### config.mk
export PLATFORM = sky130hd
export DESIGN_NAME = hexbox_window
export DESIGN_NICKNAME = d
export VERILOG_FILES = /design/src/rtl/hexbox_pkg.sv /design/src/rtl/video_pos_counter.sv /design/src/rtl/hexbox_window.sv
export SDC_FILE = /design/constraint.sdc
export NUM_CORES = 1
export LEC_CHECK = 0
export CORE_UTILIZATION = 47
export CTS_CLUSTER_DIAMETER = 60
export DETAILED_ROUTE_END_ITERATION = 8
export HOLD_SLACK_MARGIN = 0.03
export PLACE_DENSITY = 0.76
export SLEW_MARGIN = 25
export SYNTH_ARGS = -nofsm -noshare
export SYNTH_HDL_FRONTEND = slang
export SYNTH_SLANG_ARGS = --single-unit
### constraint.sdc
create_clock -name clk -period 3.9 [get_ports clk]
set_input_delay 1.17 -clock clk [delete_from_list [all_inputs] [get_ports clk]]
set_output_delay 1.17 -clock clk [all_outputs]
set_load 0.05 [all_outputs]
### src/rtl/hexbox_pkg.sv
// Shared definitions for the hexbox overlay: box geometry, scan coordinate types and FSM encodings.
package hexbox_pkg;

  localparam int HEXBOX_W      = 64;
  localparam int HEXBOX_H      = 16;
  localparam int HEXBOX_DIGITS = 8;
  localparam int DIGIT_W       = 8;
  localparam int DIGIT_H       = 16;

  typedef logic [5:0] hexbox_x_t;
  typedef logic [3:0] hexbox_y_t;

  // Window FSM: idle until the first frame_start, then scan forever.
  localparam logic [0:0] ST_WAIT_FRAME = 1'b0;
  localparam logic [0:0] ST_RUN        = 1'b1;

endpackage

### src/rtl/video_pos_counter.sv
// Tracks the active-pixel column/row from de/line_start/frame_start, with saturating counters.
module video_pos_counter #(
  parameter int POS_W = 12
) (
  input  logic             clk,
  input  logic             reset,
  input  logic             de,
  input  logic             line_start,
  input  logic             frame_start,
  output logic [POS_W-1:0] cur_col,
  output logic [POS_W-1:0] cur_row
);

  localparam logic [POS_W-1:0] POS_MAX = '1;

  logic [POS_W-1:0] col_cnt;
  logic [POS_W-1:0] row_cnt;
  logic             ls_q;
  logic             fs_q;

  assign ls_q = de & line_start;
  assign fs_q = de & frame_start;

  always_comb begin
    cur_col = ls_q ? '0 : col_cnt;
    if (fs_q) begin
      cur_row = '0;
    end else if (ls_q) begin
      cur_row = (row_cnt == POS_MAX) ? POS_MAX : row_cnt + 1'b1;
    end else begin
      cur_row = row_cnt;
    end
  end

  // Saturation keeps over-long lines parked outside any window instead of wrapping.
  always_ff @(posedge clk or posedge reset) begin
    if (reset) begin
      col_cnt <= '0;
      row_cnt <= '0;
    end else if (de) begin
      col_cnt <= (cur_col == POS_MAX) ? POS_MAX : cur_col + 1'b1;
      row_cnt <= cur_row;
    end
  end

endmodule

### src/rtl/hexbox_window.sv
// Maps the active-pixel stream onto hexbox scan coordinates for a box at (WIN_X, WIN_Y),
// scaled by 2^SCALE_LOG2, and holds the displayed value stable across each frame.
module hexbox_window
  import hexbox_pkg::*;
#(
  parameter int WIN_X      = 16,
  parameter int WIN_Y      = 16,
  parameter int SCALE_LOG2 = 0,
  parameter int POS_W      = 12
) (
  input  logic        clk,
  input  logic        reset,
  input  logic        de,
  input  logic        line_start,
  input  logic        frame_start,
  input  logic [31:0] value_in,
  input  logic        value_valid,
  output logic        enable,
  output hexbox_x_t   x,
  output hexbox_y_t   y,
  output logic [31:0] value
);

  localparam int X_END = WIN_X + (HEXBOX_W << SCALE_LOG2);
  localparam int Y_END = WIN_Y + (HEXBOX_H << SCALE_LOG2);

  // Compares run one bit wider so a box touching the top of the counter range stays exact.
  localparam logic [POS_W:0]   X_LO  = (POS_W+1)'(WIN_X);
  localparam logic [POS_W:0]   X_HI  = (POS_W+1)'(X_END);
  localparam logic [POS_W:0]   Y_LO  = (POS_W+1)'(WIN_Y);
  localparam logic [POS_W:0]   Y_HI  = (POS_W+1)'(Y_END);
  localparam logic [POS_W-1:0] X_OFF = POS_W'(WIN_X);
  localparam logic [POS_W-1:0] Y_OFF = POS_W'(WIN_Y);

  logic [0:0]       state;
  logic [POS_W-1:0] cur_col;
  logic [POS_W-1:0] cur_row;
  logic [POS_W:0]   col_ext;
  logic [POS_W:0]   row_ext;
  logic [POS_W-1:0] dx;
  logic [POS_W-1:0] dy;
  logic             starting;
  logic             active;
  logic             in_x;
  logic             in_y;
  logic             hit;
  hexbox_x_t        x_next;
  hexbox_y_t        y_next;
  logic [31:0]      pending;

  video_pos_counter #(
    .POS_W (POS_W)
  ) u_pos (
    .clk         (clk),
    .reset       (reset),
    .de          (de),
    .line_start  (line_start),
    .frame_start (frame_start),
    .cur_col     (cur_col),
    .cur_row     (cur_row)
  );

  always_comb begin
    starting = de & frame_start;
    active   = (state == ST_RUN) | starting;
    col_ext  = {1'b0, cur_col};
    row_ext  = {1'b0, cur_row};
    in_x     = (col_ext >= X_LO) && (col_ext < X_HI);
    in_y     = (row_ext >= Y_LO) && (row_ext < Y_HI);
    hit      = de & active & in_x & in_y;
    dx       = cur_col - X_OFF;
    dy       = cur_row - Y_OFF;
    x_next   = hexbox_x_t'(dx >> SCALE_LOG2);
    y_next   = hexbox_y_t'(dy >> SCALE_LOG2);
  end

  always_ff @(posedge clk or posedge reset) begin
    if (reset) begin
      state <= ST_WAIT_FRAME;
    end else if (starting) begin
      state <= ST_RUN;
    end
  end

  // Coordinates only move on in-box pixels; outside the box they keep their last value.
  always_ff @(posedge clk or posedge reset) begin
    if (reset) begin
      enable <= 1'b0;
      x      <= '0;
      y      <= '0;
    end else begin
      enable <= hit;
      if (hit) begin
        x <= x_next;
        y <= y_next;
      end
    end
  end

  // A value arriving on the frame_start pixel itself is shown immediately (bypass).
  always_ff @(posedge clk or posedge reset) begin
    if (reset) begin
      pending <= '0;
      value   <= '0;
    end else begin
      if (value_valid) begin
        pending <= value_in;
      end
      if (starting) begin
        value <= value_valid ? value_in : pending;
      end
    end
  end

endmodule

* Word level (Yosys, flattened, before mapping)
Index checks and enable logic that the tools add are counted.
Operators by class: equal/unequal tests 2, bitwise operators 6, order comparisons 4, mux-type cells 6, $add $sub $neg 4, reduce and logical (&&, ||, !) cells 2
Operators with widths (count):
- 2-to-1 mux 12 bit | 5
- 2-to-1 mux 32 bit | 1
- adder 12 x 1 -> 12 bit, second input constant | 2
- equality test 12 bit, second input constant | 2
- greater-or-equal comparator 12 x 5 -> 1 bit, second input constant | 2
- < comparator 12 x 6 -> 1 bit, second input constant | 1
- < comparator 12 x 7 -> 1 bit, second input constant | 1
- subtractor 6 x 5 -> 6 bit, second input constant | 1
- bitwise AND 1 bit | 5
- subtractor 4 x 1 -> 4 bit, second input constant | 1
- logical AND 1 bit | 2
- bitwise OR 1 bit | 1
Storage, ports and cells: flip-flop bits (word level) 100, output and inout bits 43

* Depth between registers and ports, before layout
Gate-level depths: netlist (run 1).
word-level depth 7, depth in mapped cells 13, mapped depth without buffers 10

* By module
From an unflattened synthesis (run 1), not the netlist that was laid out.
Unflattened totals: cell total of the unflattened synthesis 362, area, all modules 4489.3 µm²
Modules (own cells, without submodules):
- hexbox_window | times used 1, sequential area each 1901.8 µm², area each 2934.1 µm², cells each 181
- video_pos_counter | times used 1, sequential area each 600.6 µm², area each 1555.2 µm², cells each 181

* Worst setup path after synthesis (run 1)
Ideal clock, no wire load.
path kind in2reg, start point input port de, end point register x[0], path buffers 3, arrival time 3683 ps, setup slack 93 ps, library setup time 125 ps, required time 3775 ps, stages on the path 12, cell sequence buf_4 -> nand2_1 -> clkbuf_1 -> clkbuf_1 -> nand2_1 -> inv_1 -> ha_1 -> o211ai_1 -> a311oi_1 -> nand3_1 -> nor4_4 -> mux2_2
Between the ends: longest elaborated chain between the ends 6, elaborated cells on any way between the ends 16, those cells by class 1 x add/sub; 4 x order compare; 3 x mux; 6 x bitwise; 2 x reduce/logical
Ends and longest elaborated chain:
- start, declared | line hexbox_window.sv:13 | input logic de,
- bitwise AND 1 bit | line video_pos_counter.sv:21 | assign ls_q = de & line_start;
- 2-to-1 mux 12 bit (on tied branches) | line video_pos_counter.sv:25, video_pos_counter.sv:28
- greater-or-equal comparator 12 x 5 -> 1 bit (tied with other cells) | line hexbox_window.sv:68 | in_x = (col_ext >= X_LO) && (col_ext < X_HI);
- logical AND 1 bit (tied with other cells) | line hexbox_window.sv:68
- bitwise AND 1 bit / logical AND 1 bit (equally long branches) | line hexbox_window.sv:70, hexbox_window.sv:69
- bitwise AND 1 bit | line hexbox_window.sv:70 | hit = de & active & in_x & in_y;
- end signal, assigned | line hexbox_window.sv:94 | x <= x_next;
- end, declared | line hexbox_window.sv:19 | output hexbox_x_t x,
Several ways; a longest one is shown, not always the timed one. A chain may end at the register's enable or synchronous reset.

* Final worst setup path (run 1)
start point input port de, end point register y[3]
Between the ends: longest elaborated chain between the ends 6, elaborated cells on any way between the ends 16, those cells by class 1 x add/sub; 4 x order compare; 3 x mux; 6 x bitwise; 2 x reduce/logical
Ends and longest elaborated chain:
- bitwise AND 1 bit | line video_pos_counter.sv:21
- 2-to-1 mux 12 bit (on tied branches) | line video_pos_counter.sv:25, video_pos_counter.sv:28
- greater-or-equal comparator 12 x 5 -> 1 bit (tied with other cells) | line hexbox_window.sv:68
- logical AND 1 bit (tied with other cells) | line hexbox_window.sv:68
- bitwise AND 1 bit / logical AND 1 bit (equally long branches) | line hexbox_window.sv:70, hexbox_window.sv:69
- bitwise AND 1 bit | line hexbox_window.sv:70
- end signal, assigned | line hexbox_window.sv:95 | y <= y_next;
- end, declared | line hexbox_window.sv:20 | output hexbox_y_t y,
Several ways; a longest one is shown, not always the timed one.

==> results of run 1 <==
==> flip-flops by register name, summed over array words and instances, names as in the netlist <==
signal         count
value             32
u_pos.col_cnt     12
pending           32
u_pos.row_cnt     12
x                  6
state              1
enable             1
y                  4
==> worst paths after layout <==
check                                  from        end  slack (ns)  depth (start not counted)
min reg2reg                       value[18]  value[18]        0.48                          2
min in group asynchronous             reset   value[9]        1.23                          2
min                               value[18]  value[18]        0.48                          2
max reg2reg                u_pos.row_cnt[0]       y[3]        1.25                          7
max                                      de       y[3]        0.39                         11
max in group asynchronous             reset  value[23]        1.98                          3
==> final cells by class <==
cell class / instances / area (um^2)
Clock buffer: 9 / 124
Clock inverter: 7 / 58.8
Fill cell: 743 / 3370
Inverter: 15 / 58.8
Multi-Input combinational cell: 286 / 1740
Sequential cell: 100 / 2500
Tap cell: 108 / 135
Timing Repair Buffer: 92 / 903
==> where the power goes <==
part	switching, mW	leakage (nW)	total, mW	internal [mW]
clock	0.372	0.0921	0.614	0.243
combinational	0.362	1.20	0.577	0.215
sequential	0.0685	1.23	1.21	1.14
total	0.802	2.52	2.40	1.60
==> per-stage QoR <==
stage | instance area, um^2 | hold WS [ns] | setup slack [ns]
floorplan | 4390 | 0.435 | 0.0926
CTS | 5520 | 0.485 | 0.415
global route | 5520 | 0.493 | 0.234
detailed placement | 5340 | 0.461 | 0.0514
finish | 5520 | 0.477 | 0.388
global placement | 5340 | 0.458 | 0.187
==> placed cells by master (no fill, tap or decap), types with 6 or more instances in the layout <==
cell type,netlist,routed
sky130_fd_sc_hd__nand2_1,123,123
sky130_fd_sc_hd__dfrtp_1,100,100
sky130_fd_sc_hd__clkdlybuf4s50_1,0,80
sky130_fd_sc_hd__mux2_2,40,40
sky130_fd_sc_hd__a21oi_1,25,25
sky130_fd_sc_hd__nor2_1,14,14
sky130_fd_sc_hd__inv_1,15,14
sky130_fd_sc_hd__o21ai_0,11,11
sky130_fd_sc_hd__buf_4,2,11
sky130_fd_sc_hd__nand3_1,9,9
sky130_fd_sc_hd__clkbuf_8,0,9
sky130_fd_sc_hd__nor3_1,6,6
sky130_fd_sc_hd__ha_1,6,6
==> cells by family after synthesis <==
logic type / Yosys count / synth area share, %
muxes: 43 / 10.9
and+or+nand+nor: 175 / 18.0
xor gates and xnor gates: 2 / 0.399
AOI/OAI and AO/OA: 60 / 8.52
DFF: 100 / 57.0
adders and majority gates: 6 / 1.71
buffers and inverters: 36 / 3.42
==> layer usage <==
metal  share of wire (%)  wire length, um  track usage, %
met5                   0                0               0
met1                  49             4550            27.5
met4                0.38               35            4.71
met3                 4.1              383            4.04
met2                  46             4310            32.4
==> worst max-delay path, delay by kind of cell <==
kind            cells  cell delay [ns]
simple gates        4             0.89
buf+inv             3             0.82
compound gates      2             0.36
mux                 1             0.35
fa+ha+maj           1             0.14
==> results.yml, run 1 <==
place:
  place.port_buffers: 80
  finalWeightedCongestion: 0.896
  post-dp-hpwl_um: 6440
  placed_cells: 601
logic_synthesis:
  synth_area_um2: 4390
  synthFlopType: "sky130_fd_sc_hd__dfrtp_1"
  synth_top_cell_area_share_pct: 57.0
  synth_edf_count: 0
  cell_types_with_the_highest_counts_after_synthesis: "sky130_fd_sc_hd__nand2_1, sky130_fd_sc_hd__dfrtp_1, sky130_fd_sc_hd__mux2_2, sky130_fd_sc_hd__a21oi_1, sky130_fd_sc_hd__inv_1"
  syn_inst: 422
  synth.avg_cell_area_um2: 10.4
  netlist-cell-type-count: 45
  synth-seq-area-share_pct: 57.0
  yosysWarningCount: 0
  synth.area.top_cells: "sky130_fd_sc_hd__dfrtp_1, sky130_fd_sc_hd__nand2_1, sky130_fd_sc_hd__mux2_2, sky130_fd_sc_hd__a21oi_1, sky130_fd_sc_hd__ha_1"
  synth_most_common_cell: "sky130_fd_sc_hd__nand2_1"
  postSynthNetCount: 466
  postSynthRegisterBits: 100
  netlist.top_cell.by_area: "sky130_fd_sc_hd__dfrtp_1"
  asyncSetResetFlopFracSynth_pct: 100
sta:
  final_min_period_over_clock_period_pct: 90.1
  final_hold_violation_count: 0
  grt_setup_unrepaired: "false"
  finalMaxSlewViolations: 0
  final.setup_skew_ns: 0.0120
  tightest_slew_ns: 0.672
  min_tclk_post_route_ns: 3.51
  achievable-frequency_ghz: 0.285
  slew_headroom_pct: 54.5
  setup_viol: 0
  setup_total_negative_slack_ns: 0
clocking:
  root_buffer: "sky130_fd_sc_hd__clkbuf_8"
  cts-hold-fix-buffers: 0
  clkLatencyLatePin_ns: 0.35
  tritoncts.num_buffers: 9
  cts.reportedPaths.clkPinSlew_ns: 0.10
  clock_path_buffers: 2
  clock_sinks: 100
  post_cts_resize_count: 0
  tritoncts: "yes"
  post_cts_buffers: 0
  htree_num_levels: 3
die:
  top_ports: 81
  core_um2: 8890
  die_x_um: 98.6
  chipHeight_um: 98.6
  rows: 34
  initial_core_util_pct: 49.4
  die_area_um2: 9730
setup_path:
  worst_ep_required_time_ns: 4.13
  worst_path_max_delay_cell: "sky130_fd_sc_hd__clkdlybuf4s50_1"
  worstPathMaxFanout: 10
  timing.critical_path.from_type: "input pin"
  arrival_ns: 3.75
  timing.setup.critical_path_class: "in -> reg"
  worst_path_largest_cell_delay_ns: 0.48
  end_kind: "flop"
  path_cells: "clkdlybuf4s50_1 > nand2_1 > nand2_1 > inv_1 > ha_1 > o211ai_1 > a311oi_1 > nand3_1 > nor4_4 > buf_4 > mux2_2"
  worst_path_most_repeated_cell: "sky130_fd_sc_hd__nand2_1"
detailed_routing:
  dr_total_vias: 3257
  drtIter0Drc: 155
  drt-wirelength-per-cell_um: 15.0
  final_antenna_net_count: 0
  finalWirelength_um: 9270
  residual_drc: 0
  detailedRoute.firstPassIterationCount: 4
  vias_per_cell: 5.28
power:
  pwr_density_nw_per_um2: 436
  ir_drop_mv: 0.219
  p_leak_nw: 2.52
  totalPowerFinal_mw: 2.40
final_layout:
  layoutNonFillerInstCount: 617
  layout_cells_sized_above_1_pct: 15.1
  layout-area-overhead-vs-synth_pct: 25.7
  diode_insertion_count_for_antenna_repair: 0
  utilization_pct: 62.1
  finish.net_count: 548
hold_path:
  hp-class: "reg -> reg"
global_routing:
  grt_pass1_vias: 3291
  grt_max_degree: 55
  grt_pass1_wl_um: 15500
  antenna_found_initial: 0
  groute.usage.overall_pct: 19.9
  globalRoute.totalOverflow: 0
status:
  status: "finished clean"
flow_run:
  cap_viol_max_count: 0
(Power assumes the default switching activity.)
==> run 2: changes to the inputs <==
--- a/config.mk
+++ b/config.mk
@@ -14,3 +14,4 @@
 export SYNTH_ARGS = -nofsm -noshare
 export SYNTH_HDL_FRONTEND = slang
 export SYNTH_SLANG_ARGS = --single-unit
+export TNS_END_PERCENT = 10
==> results of run 2 <==
Same layout as run 1: the final DEF is identical, and so are final timing and power.
==> run 3: changes to the inputs <==
--- a/config.mk
+++ b/config.mk
@@ -9,7 +9,8 @@
 export CTS_CLUSTER_DIAMETER = 60
 export DETAILED_ROUTE_END_ITERATION = 8
 export HOLD_SLACK_MARGIN = 0.03
-export PLACE_DENSITY = 0.76
+export PLACE_DENSITY_LB_ADDON = 0.25
+export SKIP_LAST_GASP = 1
 export SLEW_MARGIN = 25
 export SYNTH_ARGS = -nofsm -noshare
 export SYNTH_HDL_FRONTEND = slang
==> run 3 against run 2 <==
- cell count grew 0.16%
- sequential power about the same
- sequential share of layout area is 0.21 points lower
- die area is the same
- routed wire length shrank 2.9%
- critical endpoint unchanged
- highest routed layer unchanged
==> results.yml, run 3 (synthesis gave the netlist of run 1 again) <==
place:
  post-dp-hpwl_um: 6270
  dp_worst_setup_slack_ns: 0.0428
  place.port_buffers: 80
  finalWeightedCongestion: 0.837
setup_path:
  timing.setup.critical_path_class: "in -> reg"
  worst_ep_required_time_ns: 4.14
  timing.critical_path.max_delay_family: "simple AND/OR/NAND/NOR gates"
  worstRegToRegCells: 8
  arrival_ns: 3.73
  worst_path_max_delay_cell: "sky130_fd_sc_hd__clkdlybuf4s50_1"
  critical_path.reg2reg.endpoint: "y[3]"
  path_cells: "clkdlybuf4s50_1 > nand2_1 > nand2_1 > inv_1 > ha_1 > o211ai_1 > a311oi_1 > nand3_1 > nor4_4 > buf_4 > mux2_2"
  crit-reg2reg-launch: "u_pos.row_cnt[0]"
  end_kind: "flop"
  startpoint: "de"
  worst_path_largest_cell_delay_ns: 0.53
  worstPathMaxFanout: 9
  worst-path-buf-inv: 3
  rrSetupSlack_ns: 1.38
  timing.critical_path.from_type: "input pin"
  worst_path_most_repeated_cell: "sky130_fd_sc_hd__nand2_1"
final_layout:
  most-common-layout-cells: "sky130_fd_sc_hd__nand2_1, sky130_fd_sc_hd__dfrtp_1, sky130_fd_sc_hd__clkdlybuf4s50_1"
  layout-area-overhead-vs-synth_pct: 26.3
  mostFrequentLayoutCell: "sky130_fd_sc_hd__nand2_1"
  largestRegisters: "pending: 32 flops, value: 32 flops"
  multi_input_area_um2: 1740
  layout.area.seq_um2: 2500
  num-fill-cells: 721
  finish.net_count: 549
  layout_cells_sized_above_1_pct: 15.1
  diode_insertion_count_for_antenna_repair: 0
sta:
  final_hold_violation_count: 0
  tightest_slew_ns: 0.534
  setup_total_negative_slack_ns: 0
  finalMaxSlewViolations: 0
  grt_setup_unrepaired: "false"
  slew_headroom_pct: 64.4
  final_min_period_over_clock_period_pct: 89.7
  final.setup_skew_ns: 0.0113
  setup_ws_ns: 0.401
  setup_viol: 0
  achievable-frequency_ghz: 0.286
  min_tclk_post_route_ns: 3.50
detailed_routing:
  finalWirelength_um: 9000
  detailedRoute.firstPassIterationCount: 4
  final_antenna_net_count: 0
  vias_per_cell: 5.31
  dr_total_vias: 3279
  residual_drc: 0
  drtIter0Drc: 173
  drt-wirelength-per-cell_um: 14.6
clocking:
  tritoncts: "yes"
  clock_sinks: 100
  cts-hold-fix-buffers: 0
  post_cts_buffers: 0
  clock_path_buffers: 2
  post_cts_resize_count: 0
  htree_num_levels: 3
  tritoncts.num_buffers: 9
  root_buffer: "sky130_fd_sc_hd__clkbuf_8"
  clkLatencyLatePin_ns: 0.36
  cts.reportedPaths.clkPinSlew_ns: 0.09
global_routing:
  groute.usage.overall_pct: 20.1
  grt_pass1_wl_um: 15500
  antenna_found_initial: 0
  grt_pass1_vias: 3253
  grt_max_degree: 59
  globalRoute.totalOverflow: 0
die:
  rows: 34
  die_x_um: 98.6
  initial_core_util_pct: 49.4
  top_ports: 81
  chipHeight_um: 98.6
  core_um2: 8890
  die_area_um2: 9730
power:
  power_dissipated_by_switching_net_loads_mw: 0.782
  pwr-share-comb_pct: 23.6
  clkPwrFrac_pct: 26.8
  pwr_density_nw_per_um2: 441
  netSwitchingFraction_pct: 32.0
  sequentialPowerShare_pct: 49.6
  internal_pwr_total_mw: 1.66
  ir_drop_mv: 0.204
  p_leak_nw: 2.53
hold_path:
  hold-path-cell-count: 2
  hp-class: "reg -> reg"
  timing.hold.worst.start: "value[15]"
  worst_hold_path.endpoint: "value[15]"
flow_run:
  cap_viol_max_count: 0
status:
  status: "finished clean"
[run 3: final cells by class]
class | count | area share (%)
clock buffer | 10 | 2.30
clock inverter | 6 | 1.33
inverter | 15 | 1.06
multi-input combinational | 286 | 31.3
sequential | 100 | 45.1
tap | 108 | 2.44
timing repair buffer | 93 | 16.4
[run 3: per-stage QoR]
stage | hold slack [ns] | total power, mW | instance area [um^2] | cells | utilization [%]
after floorplan | 0.435 | 1.60 | 4390 | 422 | -
after global placement | 0.457 | 1.80 | 5340 | 602 | 60.1
after detailed placement | 0.461 | 1.81 | 5340 | 602 | 60.1
after CTS | 0.483 | 2.47 | 5550 | 618 | 62.4
after global routing | 0.503 | 2.57 | 5550 | 618 | 62.4
final | 0.481 | 2.44 | 5550 | 618 | 62.4
[run 3: worst register-to-register path, delay by kind of cell (launching register included)]
family	cells	cell delay, ns
AND/OR/NAND/NOR	2	0.29
multiplexers	1	0.35
adder cells (fa/ha/maj)	1	0.41
flip-flops	1	0.44
buffers and inverters	2	0.39
AO/OA/AOI/OAI	2	0.54
[run 3: worst max-delay path by stage]
stage | endpoint | slack, ns | depth (start not counted)
final | y[3] | 0.40 | 11
after global routing | x[4] | 0.20 | 11
after CTS | y[3] | 0.40 | 11
after detailed placement | x[0] | 0.04 | 11
after global placement | y[1] | 0.16 | 11
after floorplan | x[0] | 0.09 | 12
[run 3: routing by layer]
layer  GRT usage, %  vias up  part of all wire (%)
met5              0        -                     0
met4           7.46        0                   1.2
met3           3.12        8                   4.2
met2           33.2       90                    48
met1           27.1     1581                    47
li1               -     1600                     -
[run 3: power by group through the flow]
stage	combinational [mW]	sequential [mW]	clock [mW]
2_1_floorplan	0.208	1.39	0
3_3_place_gp	0.568	1.23	0
3_5_place_dp	0.582	1.23	0
4_1_cts	0.583	1.21	0.677
5_1_grt	0.626	1.23	0.720
6_report	0.577	1.21	0.655
